==> src/rtl/pc_gen.sv <==
// pc_gen: program-counter generator for the instruction-fetch stage.
//
// The block keeps a next-PC register and presents one fetch address per beat
// on a valid/ready handshake. Every beat carries an epoch tag so that later
// stages can drop wrong-path instructions.
//
// Each clock edge takes the first of these actions that applies:
//   1. Boot: the first edge after reset emits RESET_PC.
//   2. Redirect: the lowest-index asserted channel replaces any pending beat
//      and bumps the epoch.
//   3. Sequential: when the output slot is free and halt is low, emit npc.
//   4. Idle: nothing is emitted, and an unaccepted beat stays where it is.
//
// Ports:
//   clk         clock; all state changes on its rising edge
//   rst         asynchronous reset, active low
//   redir_valid per-channel redirect pulse; channel 0 has the highest priority
//   redir_addr  channel k target at [k*ADDR_W +: ADDR_W]
//   halt        level; suppresses sequential beats
//   out_ready   the fetch stage accepts the current beat
//   out_valid   pc_o, epoch_o, first_o and misalign_o are valid
//   pc_o        fetch address
//   epoch_o     epoch of this beat
//   first_o     first beat after boot or after a redirect
//   misalign_o  the redirect target had nonzero low offset bits
module pc_gen #(
    parameter int                ADDR_W     = 32,
    parameter logic [ADDR_W-1:0] RESET_PC   = '0,
    parameter int                INST_BYTES = 4,
    parameter int                N_REDIR    = 2,
    parameter int                EPOCH_W    = 2
) (
    input  logic                        clk,
    input  logic                        rst,
    input  logic [N_REDIR-1:0]          redir_valid,
    input  logic [N_REDIR*ADDR_W-1:0]   redir_addr,
    input  logic                        halt,
    input  logic                        out_ready,
    output logic                        out_valid,
    output logic [ADDR_W-1:0]           pc_o,
    output logic [EPOCH_W-1:0]          epoch_o,
    output logic                        first_o,
    output logic                        misalign_o
);

    // Offset bits inside one instruction. With INST_BYTES == 1 this mask is
    // zero, so no address can be misaligned.
    localparam logic [ADDR_W-1:0] LOW_MASK = ADDR_W'(INST_BYTES - 1);
    localparam logic [ADDR_W-1:0] STEP     = ADDR_W'(INST_BYTES);

    function automatic logic [ADDR_W-1:0] align_addr(input logic [ADDR_W-1:0] a);
        return a & ~LOW_MASK;
    endfunction

    function automatic logic is_misaligned(input logic [ADDR_W-1:0] a);
        return (a & LOW_MASK) != '0;
    endfunction

    logic [ADDR_W-1:0] npc;
    logic              boot;
    logic              sel_hit;
    logic [ADDR_W-1:0] sel_addr;
    logic              slot_free;

    // Walk from the highest channel down so the lowest-index request wins.
    // Requests that lose are dropped; they are not queued.
    always_comb begin
        sel_hit  = 1'b0;
        sel_addr = '0;
        for (int k = N_REDIR - 1; k >= 0; k--) begin
            if (redir_valid[k]) begin
                sel_hit  = 1'b1;
                sel_addr = redir_addr[k*ADDR_W +: ADDR_W];
            end
        end
    end

    assign slot_free = !out_valid || out_ready;

    // Output register stage. The PC arithmetic wraps modulo 2^ADDR_W.
    always_ff @(posedge clk or negedge rst) begin
        if (!rst) begin
            npc        <= RESET_PC;
            pc_o       <= '0;
            out_valid  <= 1'b0;
            epoch_o    <= '0;
            first_o    <= 1'b0;
            misalign_o <= 1'b0;
            boot       <= 1'b1;
        end else if (boot) begin
            // The boot beat works like a redirect to RESET_PC, but it keeps
            // epoch 0 and ignores halt.
            pc_o       <= RESET_PC;
            out_valid  <= 1'b1;
            first_o    <= 1'b1;
            misalign_o <= 1'b0;
            npc        <= RESET_PC + STEP;
            boot       <= 1'b0;
        end else if (sel_hit) begin
            // A redirect overrides backpressure and halt, and it replaces
            // any beat that has not been accepted yet.
            pc_o       <= align_addr(sel_addr);
            out_valid  <= 1'b1;
            first_o    <= 1'b1;
            misalign_o <= is_misaligned(sel_addr);
            epoch_o    <= epoch_o + 1'b1;
            npc        <= align_addr(sel_addr) + STEP;
        end else if (slot_free) begin
            if (!halt) begin
                pc_o       <= npc;
                out_valid  <= 1'b1;
                first_o    <= 1'b0;
                misalign_o <= 1'b0;
                npc        <= npc + STEP;
            end else begin
                out_valid  <= 1'b0;
            end
        end
    end

endmodule

==> config.mk <==
export PLATFORM = sky130hd
export DESIGN_NAME = pc_gen
export DESIGN_NICKNAME = d
export VERILOG_FILES = /design/src/rtl/pc_gen.sv
export SDC_FILE = /design/constraint.sdc
export NUM_CORES = 1
export LEC_CHECK = 0
export CAP_MARGIN = 20
export CORE_UTILIZATION = 31
export CTS_CLUSTER_DIAMETER = 120
export CTS_CLUSTER_SIZE = 8
export DETAILED_ROUTE_END_ITERATION = 12
export GPL_ROUTABILITY_DRIVEN = 0
export GPL_TIMING_DRIVEN = 1
export SLEW_MARGIN = 20
export SYNTH_ARGS = -nofsm -noshare
export SYNTH_HDL_FRONTEND = slang
export SYNTH_SLANG_ARGS = --single-unit
==> constraint.sdc <==
create_clock -name clk -period 4.7 [get_ports clk]
set_input_delay 0.94 -clock clk [delete_from_list [all_inputs] [get_ports clk]]
set_output_delay 0.94 -clock clk [all_outputs]
set_load 0.1 [all_outputs]
### Word level (Yosys, flattened, before mapping)

Cells that the tools add are included.
W data, S select, Z words.

| storage, ports and cells | value |
|---|---|
| register bits | 70 |
| bits of input ports | 70 |
| output and inout port bits | 37 |
| logic and storage cells | 40 |

| cells by class | value |
|---|---|
| add/subtract/negate cells | 3 |
| eq/ne operators | 1 |
| muxes and demuxes | 22 |
| bitwise operators | 1 |
| reductions and logical operators | 6 |

Operators by type and width:

| operator | number |
|---|---|
| $mux W32 | 10 |
| $add A32 B3 Y32 const B | 2 |
| $reduce_bool A32 Y1 | 1 |
| $mux W1 | 12 |
| $reduce_and A2 Y1 | 2 |
| $ne A3 B1 Y1 const B | 1 |
| $reduce_bool A3 Y1 | 1 |
| $add A2 B1 Y2 const B | 1 |
| $logic_not A1 Y1 | 1 |
| $logic_or A1 B1 Y1 | 1 |
| $not A1 Y1 | 1 |

### Logic depth before layout (Yosys ltp)

Gate-level depths: netlist of run 1.

| logic depth | value |
|---|---|
| depth after elaboration | 5 |
| depth in mapped cells | 10 |
| mapped depth without buffers | 7 |

### Worst setup path before layout of run 1

OpenSTA, ideal clock, no wires.

| path | value |
|---|---|
| path type | input -> register |
| from | in redir_valid[0] |
| to | reg npc[27] |
| library setup time | 0.126 ns |
| data arrival time | 2.811 ns |
| required time | 4.574 ns |
| setup slack | 1.763 ns |
| cell stages on the path | 7 |
| buffers on the path | 3 |
| path through | buf_4 > buf_4 > buf_4 > o21ai_0 > nand4_2 > or3_1 > a221o_1 |

| on the way | value |
|---|---|
| cells in the longest elaborated chain, start to end | 4 |
| elaborated cells between the ends (all ways) | 8 |
| classes of those cells | add/sub: 1; eq/ne: 1; mux: 4; reduce/logical: 2 |

Ends and longest elaborated chain:

| item | line | source |
|---|---|---|
| from (decl) | 35 | `input logic [N_REDIR-1:0] redir_valid,` |
| $mux W32 | 71 | `if (redir_valid[k]) begin` |
| $add A32 B3 Y32 | 107 | `npc <= align_addr(sel_addr) + STEP;` |
| $mux W32 | 99 | `end else if (sel_hit) begin` |
| $mux W32 | 90 | `end else if (boot) begin` |
| to (signal assigned) | 97 | `npc <= RESET_PC + STEP;` |
| to (signal assigned) | 107 |  |
| to (signal assigned) | 114 | `npc <= npc + STEP;` |
| to (decl) | 59 | `logic [ADDR_W-1:0] npc;` |

Parallel ways exist; a longest one is shown, timed or not.
A chain may end at the register's enable or synchronous reset.

### Worst setup path in the final report of run 1

Ends and elaborated chain as after synthesis.

==> results of run 1 <==
worst max path at each step:
| stage | start | end | cells after the start |
|---|---|---|---|
| finish | redir_valid[0] | npc[27] | 7 |
| global route | redir_valid[0] | npc[26] | 7 |
| CTS | redir_valid[1] | npc[28] | 8 |
| detailed placement | redir_valid[0] | npc[27] | 7 |
| global placement | redir_valid[0] | npc[27] | 7 |
| floorplan | redir_valid[0] | npc[27] | 7 |
per-stage QoR:
stage	instance area [sq um]	total power, mW	cells	hold WS (ns)
global route	5210	2.06	637	0.503
CTS	5210	1.99	637	0.484
detailed placement	4880	1.24	621	0.465
floorplan	3820	1.06	392	0.443
finish	5210	1.98	637	0.477
global placement	4880	1.23	621	0.454
layout make-up:
cell class                      count  area share
Multi-Input combinational cell    297       0.378
Tap cell                          147      0.0353
Clock inverter                      6      0.0173
Clock buffer                       10      0.0459
Inverter                            1    0.000720
Sequential cell                    66       0.317
Timing Repair Buffer              110       0.206
worst max-delay path, cell delays in order:
cell and delay (ns):
buf_2 0.54, buf_4 0.39, mux2i_1 0.18, nor4_1 0.41
nand2_1 0.36, or3_1 0.46, a221o_1 0.32
state kept, by name, indices dropped and copies added, names as in the netlist:
| name | count |
|---|---|
| epoch_o | 2 |
| pc_o | 30 |
| npc | 30 |
| misalign_o | 1 |
| out_valid | 1 |
| first_o | 1 |
| boot | 1 |
layer usage:
layer  share of wire  global-route usage  vias up  wire, um
met5               0                   0        -         0
met4           0.019              0.0711        0       202
met3           0.055              0.0423       17       603
met2            0.46               0.291      103      5050
met1            0.46               0.235     1591      5050
li1                -                   -     1601         -
power groups by stage:
| stage | clock (mW) | sequential, mW | combinational [mW] |
|---|---|---|---|
| floorplan | 0 | 0.889 | 0.175 |
| global placement | 0 | 0.667 | 0.567 |
| detailed placement | 0 | 0.668 | 0.571 |
| CTS | 0.758 | 0.659 | 0.572 |
| global route | 0.788 | 0.665 | 0.601 |
| finish | 0.749 | 0.658 | 0.569 |
cell families after synthesis:
| logic type | share of synthesized area |
|---|---|
| XOR/XNOR | 0.0368 |
| flip-flops | 0.434 |
| AO/OA/AOI/OAI | 0.150 |
| other | 0.000984 |
| adder cells (fa/ha/maj) | 0.00328 |
| multiplexers | 0.130 |
| AND/OR/NAND/NOR | 0.193 |
| buffers and inverters | 0.0516 |
cell usage in the layout (no fill, tap or decap), types with 4 or more instances in the layout:
cell type,netlist,final
buf_4,5,6
xor2_1,8,8
mux2_2,14,14
o211ai_1,6,6
nand2_1,69,69
nor4_1,6,6
xnor2_1,8,8
clkbuf_16,0,9
mux2i_1,28,28
nand3_1,10,10
o311ai_0,4,4
clkdlybuf4s50_1,0,101
o21ai_0,35,35
a22o_1,9,9
or4_1,9,9
nor2_1,18,18
o21a_1,5,4
o21ai_1,6,6
a21o_1,10,10
dfrtp_1,65,65
nand4_1,6,6
==> metrics.md, run 1 <==
| Metric | Value |
|---|---|
| 1st-iter DRT viols | 159 |
| Worst Hold Class | flop to flop |
| Die Wd | 113 um |
| Post-synth EDFFs | 0 |
| ANT nets after route | 0 |
| YS warnings | 0 |
| Die ar. | 12700 sq um |
| Setup TNS Final | 0 ns |
| Cell taking the most area after synthesis | dfrtp_1 |
| Psw | 694 uW |
| Top cells by count, synth | nand2_1 (69), dfrtp_1 (65), o21ai_0 (35) |
| ANT cells | 0 |
| Largest net degree at the start of global routing | 66 |
| Layout cell share with drive strength beyond 1 | 0.104 |
| Peak VDD IR | 0.138 mV |
| Reg clk slew, reported paths | 0.06 ns |
| Critical Path Start Type | input port |
| Fmax | 293 MHz |
| Clock tree buffer depth | 2 |
| Cts repair resizes | 0 |
| DIE HEIGHT | 113 um |
| Final Setup Violations | 0 |
| Critical path peak fanout | 33 |
| Setup WS post-layout | 1.29 ns |
| Postcts setup bufs | 0 |
| Max-Cap Viols | 0 |
| CTS sink count | 66 |
| Worst EP arrival | 3.63 ns |
| Switching Share | 0.351 |
| Worst Hold Path EP | pc_o[7] |
| WL/cell | 17.1 um |
| DR DRC count | 0 |
| Post-DR vias/cell | 5.20 |
| Fin crit period | 3.41 ns |
| Clock power share | 0.379 |
| Root buffer cell | clkbuf_16 |
| RSZ-0062 raised after global routing | false |
| Worst skew pair latency | 0.34 ns |
| P per Cell Area | 379 nW/um^2 |
| Util after Layout | 0.434 |
| Num ports | 107 |
| Hpwl dp | 7710 um |
| Hold path depth | 2 |
| Leakage | 2.20 nW |
| Sequential share of the synthesized area | 0.434 |
| Reg2Reg Capture Point | npc[28] |
| # H-tree levels | 3 |
| Total Nets Final | 556 |
| Synthesized area per cell | 9.77 sq um |
| Fillers | 1155 |
| Synthesized flop and latch total | 66 |
| Register area | 1650 sq um |
| Synth top area cells | dfrtp_1 (43%), mux2i_1 (7.4%), nand2_1 (6.8%) |
| Routed wire length | 10900 um |
| TritonCTS clock tree | yes |
| Vias in the first global route | 3434 |
| R2R Setup Slk | 2.22 ns |
| Mapped Cells | 390 |
| Synth cell types | 51 |
| FFs w/ async S/R, synth | 1.00 |
| Relative slew margins | 0.327 |
| Outcome | completed |
| Multi-input logic area | 1970 sq um |
| Origin of the critical flop-to-flop path | npc[3] |
| Via Count | 3312 |
| Synth Cell Area | 3810 sq um |
| Clk_skew | 0.00701 ns |
| Initial antenna violation count | 0 |
| P_int | 1.28 mW |
| Post-CTS Hold Fix Bufs | 0 |
| Total track usage | 0.181 |
| Worst Reg-to-Reg Cells | 7 |
| Final Max Tran Viols | 0 |
| Comb pwr share | 0.288 |
| Area growth syn-to-layout | 36.7% |
| WP data required | 4.92 ns |
| Ys flop type | dfrtp_1 |
| Pre-antenna DRT Iters | 4 |
| Slew @ Worst Pin | 1.01 ns |
| CTS buffer count | 9 |
| Total grt overflow | 0 |
| I/O Buffers | 104 |
| Worst slack, placed | 0.958 ns |
| Register share of total power | 0.333 |
| Most frequent cell after synthesis | nand2_1 |
| Core area | 12000 sq um |
| Initial core utilization | 0.317 |
| First-pass GRT wire length | 17900 um |
| Crit Path Category | input port to flop |
| Final worst-path cycle share | 0.726 |
| Row cnt | 40 |
| Yosys top cell area share | 0.427 |
| Final Hold Fails | 0 |
| Hold wc startpoint | pc_o[7] |
| CP endpoint kind | flop |
Power figures use the tool's default switching activity.
==> run 2, diff against run 1 <==
==> constraint.sdc (replaced) <==
create_clock -name clk -period 3.21 [get_ports clk]
set_input_delay 0.642 -clock clk [delete_from_list [all_inputs] [get_ports clk]]
set_output_delay 0.642 -clock clk [all_outputs]
set_load 0.1 [all_outputs]
==> run 2 against run 1 <==
  * Clock skew shrank 0.0025 ns
  * Via count is 3.5% higher
  * Total power rose by 39%
  * Non-clock buffer count increased by 22
  * Critical path depth is 2 higher
  * Sequential share of layout area shrank 0.47 points
  * Global-route usage about the same
  * Hold slack got worse by 0.075 ns
  * Sequential power is 47% higher
  * Final cell count is 3.5% higher
  * Critical endpoint is now npc[31]
==> metrics.md, run 2 (same netlist as run 1, synthesis figures left out) <==
| Metric | Value |
|---|---|
| Peak VDD IR | 0.282 mV |
| Worst path buffer plus inverter count | 4 |
| Clk_skew | 0.00456 ns |
| Metal2 WL | 5080 um |
| Routed wire length | 10900 um |
| WL/cell | 16.6 um |
| Worst slack, placed | 0.175 ns |
| Pre-antenna DRT Iters | 5 |
| 1st-iter DRT viols | 176 |
| Total grt overflow | 0 |
| ANT cells | 0 |
| # H-tree levels | 3 |
| WL met1 | 5110 um |
| Num ports | 107 |
| Setup TNS Final | 0 ns |
| Max-Cap Viols | 0 |
| Fillers | 1169 |
| P per Cell Area | 518 nW/um^2 |
| Worst-path cell chain | buf_2 -> buf_12 -> buf_4 -> mux2i_1 -> buf_4 -> nor4_1 -> nand4_1 -> or4_1 -> o211ai_1 |
| Most frequent cells in the layout | nand2_1 (69), clkdlybuf4s50_1 (66), dfrtp_1 (65) |
| Area growth syn-to-layout | 38.8% |
| Layout cell share with drive strength beyond 1 | 0.211 |
| Via Count | 3427 |
| Setup WS post-layout | 0.409 ns |
| Leakage | 2.34 nW |
| TritonCTS clock tree | yes |
| Critical path origin | redir_valid[0] |
| Psw | 1.02 mW |
| Worst Hold Class | input port to asynchronous set/reset pin |
| CTS sink count | 66 |
| Metal3 WL | 584 um |
| Fin area | 5290 sq um |
| Hpwl dp | 7980 um |
| DIE HEIGHT | 113 um |
| Crit Path Category | input port to flop |
| Comb pwr share | 0.312 |
| Largest net degree at the start of global routing | 66 |
| Outcome | completed |
| First-pass GRT wire length | 18100 um |
| Cell Area, Placed | 5010 sq um |
| Origin of the critical flop-to-flop path | npc[3] |
| Die ar. | 12700 sq um |
| Fin crit period | 2.80 ns |
| Worst EP arrival | 3.05 ns |
| Row cnt | 40 |
| Cell family with most CP delay | simple AND/OR/NAND/NOR gates |
| Reg clk slew, reported paths | 0.06 ns |
| Final Hold Fails | 0 |
| Commonest non-fill, non-tap cell in the layout | nand2_1 |
| Worst skew pair latency | 0.33 ns |
| Top Registers | npc (30), pc_o (30), epoch_o (2) |
| Final Max Tran Viols | 0 |
| Cts repair resizes | 0 |
| DR DRC count | 0 |
| Vias in the first global route | 3515 |
| Register share of total power | 0.353 |
| ANT nets after route | 0 |
| Initial core utilization | 0.317 |
| CP endpoint kind | flop |
| Postcts setup bufs | 0 |
| Crit-path slowest cell | or4_1 |
| Slew @ Worst Pin | 0.809 ns |
| I/O Buffers | 104 |
| Highest metal used | met4 |
| Post-DR vias/cell | 5.20 |
| RSZ-0062 raised after global routing | false |
| Power Total | 2.74 mW |
| Critical Path Start Type | input port |
| Clock tree buffer depth | 2 |
| Fmax | 357 MHz |
| Most frequent CP cell | buf_4 |
| CTS buffer count | 9 |
| Clock power share | 0.335 |
| Final worst-path cycle share | 0.873 |
| Relative slew margins | 0.461 |
| P_int | 1.72 mW |
| Core area | 12000 sq um |
| Critical path peak fanout | 14 |
| Die Wd | 113 um |
| Slowest cell delay on critical path | 0.53 ns |
| Initial antenna violation count | 0 |
| Final Setup Violations | 0 |
| Total Nets Final | 578 |
| Post-CTS Hold Fix Bufs | 0 |
| Root buffer cell | clkbuf_16 |
| Switching Share | 0.373 |
| WP data required | 3.46 ns |
| Total track usage | 0.181 |
-- run 2: final cells by class --
| type | count | area (sq um) | share of cell area |
|---|---|---|---|
| Inverter | 1 | 3.75 | 0.000710 |
| Multi-Input combinational cell | 297 | 1970 | 0.372 |
| Clock inverter | 7 | 53.8 | 0.0102 |
| Tap cell | 147 | 184 | 0.0348 |
| Timing Repair Buffer | 132 | 1200 | 0.227 |
| Sequential cell | 66 | 1650 | 0.313 |
| Clock buffer | 9 | 225 | 0.0426 |
-- run 2: final timing paths --
path / end / slack, ns / cells past startpoint
worst min register to register: npc[7] / 0.48 / 2
max in group asynchronous: boot / 2.07 / 2
min in group clk: npc[7] / 0.48 / 2
worst max register to register: npc[28] / 0.96 / 7
worst min-delay path: pc_o[10] / 0.40 / 1
worst max-delay path: npc[31] / 0.41 / 9
-- run 2: routing by layer --
metal	track usage	vias up
met5	0	-
met4	0.0518	0
met3	0.0428	17
met2	0.291	113
met1	0.243	1653
li1	-	1644
-- run 2: metrics by stage --
step / cells / hold WS (ns) / utilization
after global placement: 643 / 0.460 / 0.417
final: 659 / 0.402 / 0.440
after detailed placement: 643 / 0.468 / 0.417
after global routing: 659 / 0.445 / 0.440
after floorplan: 392 / 0.346 / -
after CTS: 659 / 0.424 / 0.440
-- run 2: worst register-to-register path, cell delays in order, from the launching register on --
cell      delay, ns
dfrtp_1        0.36
mux2i_1        0.08
o21ai_1        0.29
ha_1           0.24
and3_1         0.22
nand4_2        0.21
or4_1          0.52
o211ai_1       0.23
-- run 2: power by group through the flow --
stage | clock network [mW] | logic [mW] | registers (mW)
2_1_floorplan | 0 | 0.256 | 1.30
3_3_place_gp | 0 | 0.850 | 0.979
3_5_place_dp | 0 | 0.857 | 0.981
4_1_cts | 0.948 | 0.859 | 0.966
5_1_grt | 0.982 | 0.905 | 0.977
6_report | 0.919 | 0.854 | 0.966
==> run 3, diff against run 2 <==
--- a/config.mk
+++ b/config.mk
@@ -12,6 +12,7 @@
 export DETAILED_ROUTE_END_ITERATION = 12
 export GPL_ROUTABILITY_DRIVEN = 0
 export GPL_TIMING_DRIVEN = 1
+export PLACE_DENSITY = 0.61
 export SLEW_MARGIN = 20
 export SYNTH_ARGS = -nofsm -noshare
 export SYNTH_HDL_FRONTEND = slang
==> run 3 against run 2 <==
  * Routed wire length is the same
  * Core utilization shrank 0.29 points
  * Clock skew grew 0.0012 ns
  * Total power grew 1.3%
  * Clock-buffer cell count grew 3
==> metrics.md, run 3 (same netlist as run 1, synthesis figures left out) <==
| Metric | Value |
|---|---|
| Die ar. | 12700 sq um |
| Leakage | 2.34 nW |
| RSZ-0062 raised after global routing | false |
| Critical path peak fanout | 16 |
| Peak VDD IR | 0.255 mV |
| Largest net degree at the start of global routing | 53 |
| Root buffer cell | clkbuf_16 |
| Clock power share | 0.345 |
| Max-Cap Viols | 0 |
| Psw | 974 uW |
| Setup WS post-layout | 0.522 ns |
| P_int | 1.80 mW |
| Worst EP arrival | 2.94 ns |
| Register share of total power | 0.350 |
| Via Count | 3472 |
| Power Total | 2.77 mW |
| Final Hold Fails | 0 |
| Setup TNS Final | 0 ns |
| Post-DR vias/cell | 5.31 |
| ANT nets after route | 0 |
| DIE HEIGHT | 113 um |
| CTS sink count | 66 |
| Layout cell share with drive strength beyond 1 | 0.199 |
| Slew @ Worst Pin | 0.765 ns |
| Worst Reg-to-Reg Cells | 7 |
| ANT cells | 0 |
| Die Wd | 113 um |
| Core area | 12000 sq um |
| DR DRC count | 0 |
| Area growth syn-to-layout | 37.9% |
| WP data required | 3.47 ns |
| Worst skew pair latency | 0.32 ns |
| Commonest non-fill, non-tap cell in the layout | nand2_1 |
| 1st-iter DRT viols | 300 |
| Comb pwr share | 0.306 |
| Register area | 1650 sq um |
| Post-CTS Hold Fix Bufs | 0 |
| Switching Share | 0.351 |
| Final Max Tran Viols | 0 |
| Postcts setup bufs | 0 |
| Critical Path Start Type | input port |
| # H-tree levels | 3 |
| Clk_skew | 0.00573 ns |
| Most frequent cells in the layout | nand2_1 (69), clkdlybuf4s50_1 (66), dfrtp_1 (65) |
| Total Nets Final | 574 |
| Fin area | 5250 sq um |
| Worst slack, placed | 0.200 ns |
| Total grt overflow | 0 |
| Util after Layout | 0.437 |
| Row cnt | 40 |
| Num ports | 107 |
| Outcome | completed |
| Total track usage | 0.177 |
| P per Cell Area | 528 nW/um^2 |
| Fillers | 1170 |
| Routed wire length | 10900 um |
| Pre-antenna DRT Iters | 6 |
| CP endpoint kind | flop |
| Reg clk slew, reported paths | 0.05 ns |
| TritonCTS clock tree | yes |
| Fmax | 372 MHz |
| Initial core utilization | 0.317 |
| Cts repair resizes | 0 |
| Final Setup Violations | 0 |
| Fin crit period | 2.69 ns |
| First-pass GRT wire length | 17700 um |
| Initial antenna violation count | 0 |
| Vias in the first global route | 3501 |
| Crit Path Category | input port to flop |
| Top Registers | npc (30), pc_o (30), epoch_o (2) |
| Multi-input logic area | 1970 sq um |
| Worst Hold Class | input port to asynchronous set/reset pin |
| I/O Buffers | 104 |
| WL/cell | 16.7 um |
| Clock tree buffer depth | 2 |
| Cell Area, Placed | 4970 sq um |
| Hpwl dp | 7880 um |
| Final worst-path cycle share | 0.837 |
| CTS buffer count | 9 |
| Relative slew margins | 0.490 |
[run 3: cell types whose count changed in the layout (fill, tap and decap cells not counted), sizes merged]
cell,change
buf,-4
clkbuf,+3
clkinvlp,-3
inv,-2
bufinv,+1
[run 3: layer usage]
| layer | up-vias | part of all wire | GRT usage | wire length, um |
|---|---|---|---|---|
| met5 | - | 0 | 0 | 0 |
| met2 | 112 | 0.47 | 0.291 | 5180 |
| met3 | 13 | 0.052 | 0.0252 | 566 |
| met4 | 0 | 0.012 | 0.0544 | 129 |
| li1 | 1646 | - | - | - |
| met1 | 1701 | 0.46 | 0.243 | 5060 |
[run 3: power groups by stage]
stage               registers [mW]  clock network (mW)  logic, mW
floorplan                     1.30                   0      0.256
global placement             0.980                   0      0.842
detailed placement           0.982                   0      0.849
CTS                          0.969               0.970      0.853
global route                 0.977                1.01      0.895
finish                       0.970               0.956      0.848
[run 3: final timing paths]
path / slack, ns / endpoint / startpoint
max: 0.52 / npc[24] / redir_valid[1]
min in group clk: 0.47 / npc[12] / npc[12]
max reg2reg: 0.89 / npc[24] / npc[19]
min: 0.39 / pc_o[6] / rst
min reg2reg: 0.47 / npc[12] / npc[12]
max in group asynchronous: 2.16 / pc_o[26] / rst
[run 3: area by class of cell]
| type | count | area share |
|---|---|---|
| Tap cell | 147 | 0.0350 |
| Multi-Input combinational cell | 297 | 0.375 |
| Clock buffer | 12 | 0.0469 |
| Timing Repair Buffer | 128 | 0.220 |
| Inverter | 1 | 0.000715 |
| Clock inverter | 3 | 0.00762 |
| Sequential cell | 66 | 0.315 |
[run 3: critical path, cell delays in order]
cell     delay [ns]
buf_2          0.10
buf_4          0.29
mux2_2         0.21
mux2i_1        0.15
nor4_1         0.39
nand2_1        0.29
buf_4          0.24
or4_1          0.50
nand3_1        0.10
[run 3: per-stage QoR]
stage / std cells / hold slack, ns
final: 654 / 0.389
after global routing: 654 / 0.458
after CTS: 654 / 0.413
after detailed placement: 639 / 0.464
after global placement: 639 / 0.458
after floorplan: 392 / 0.346
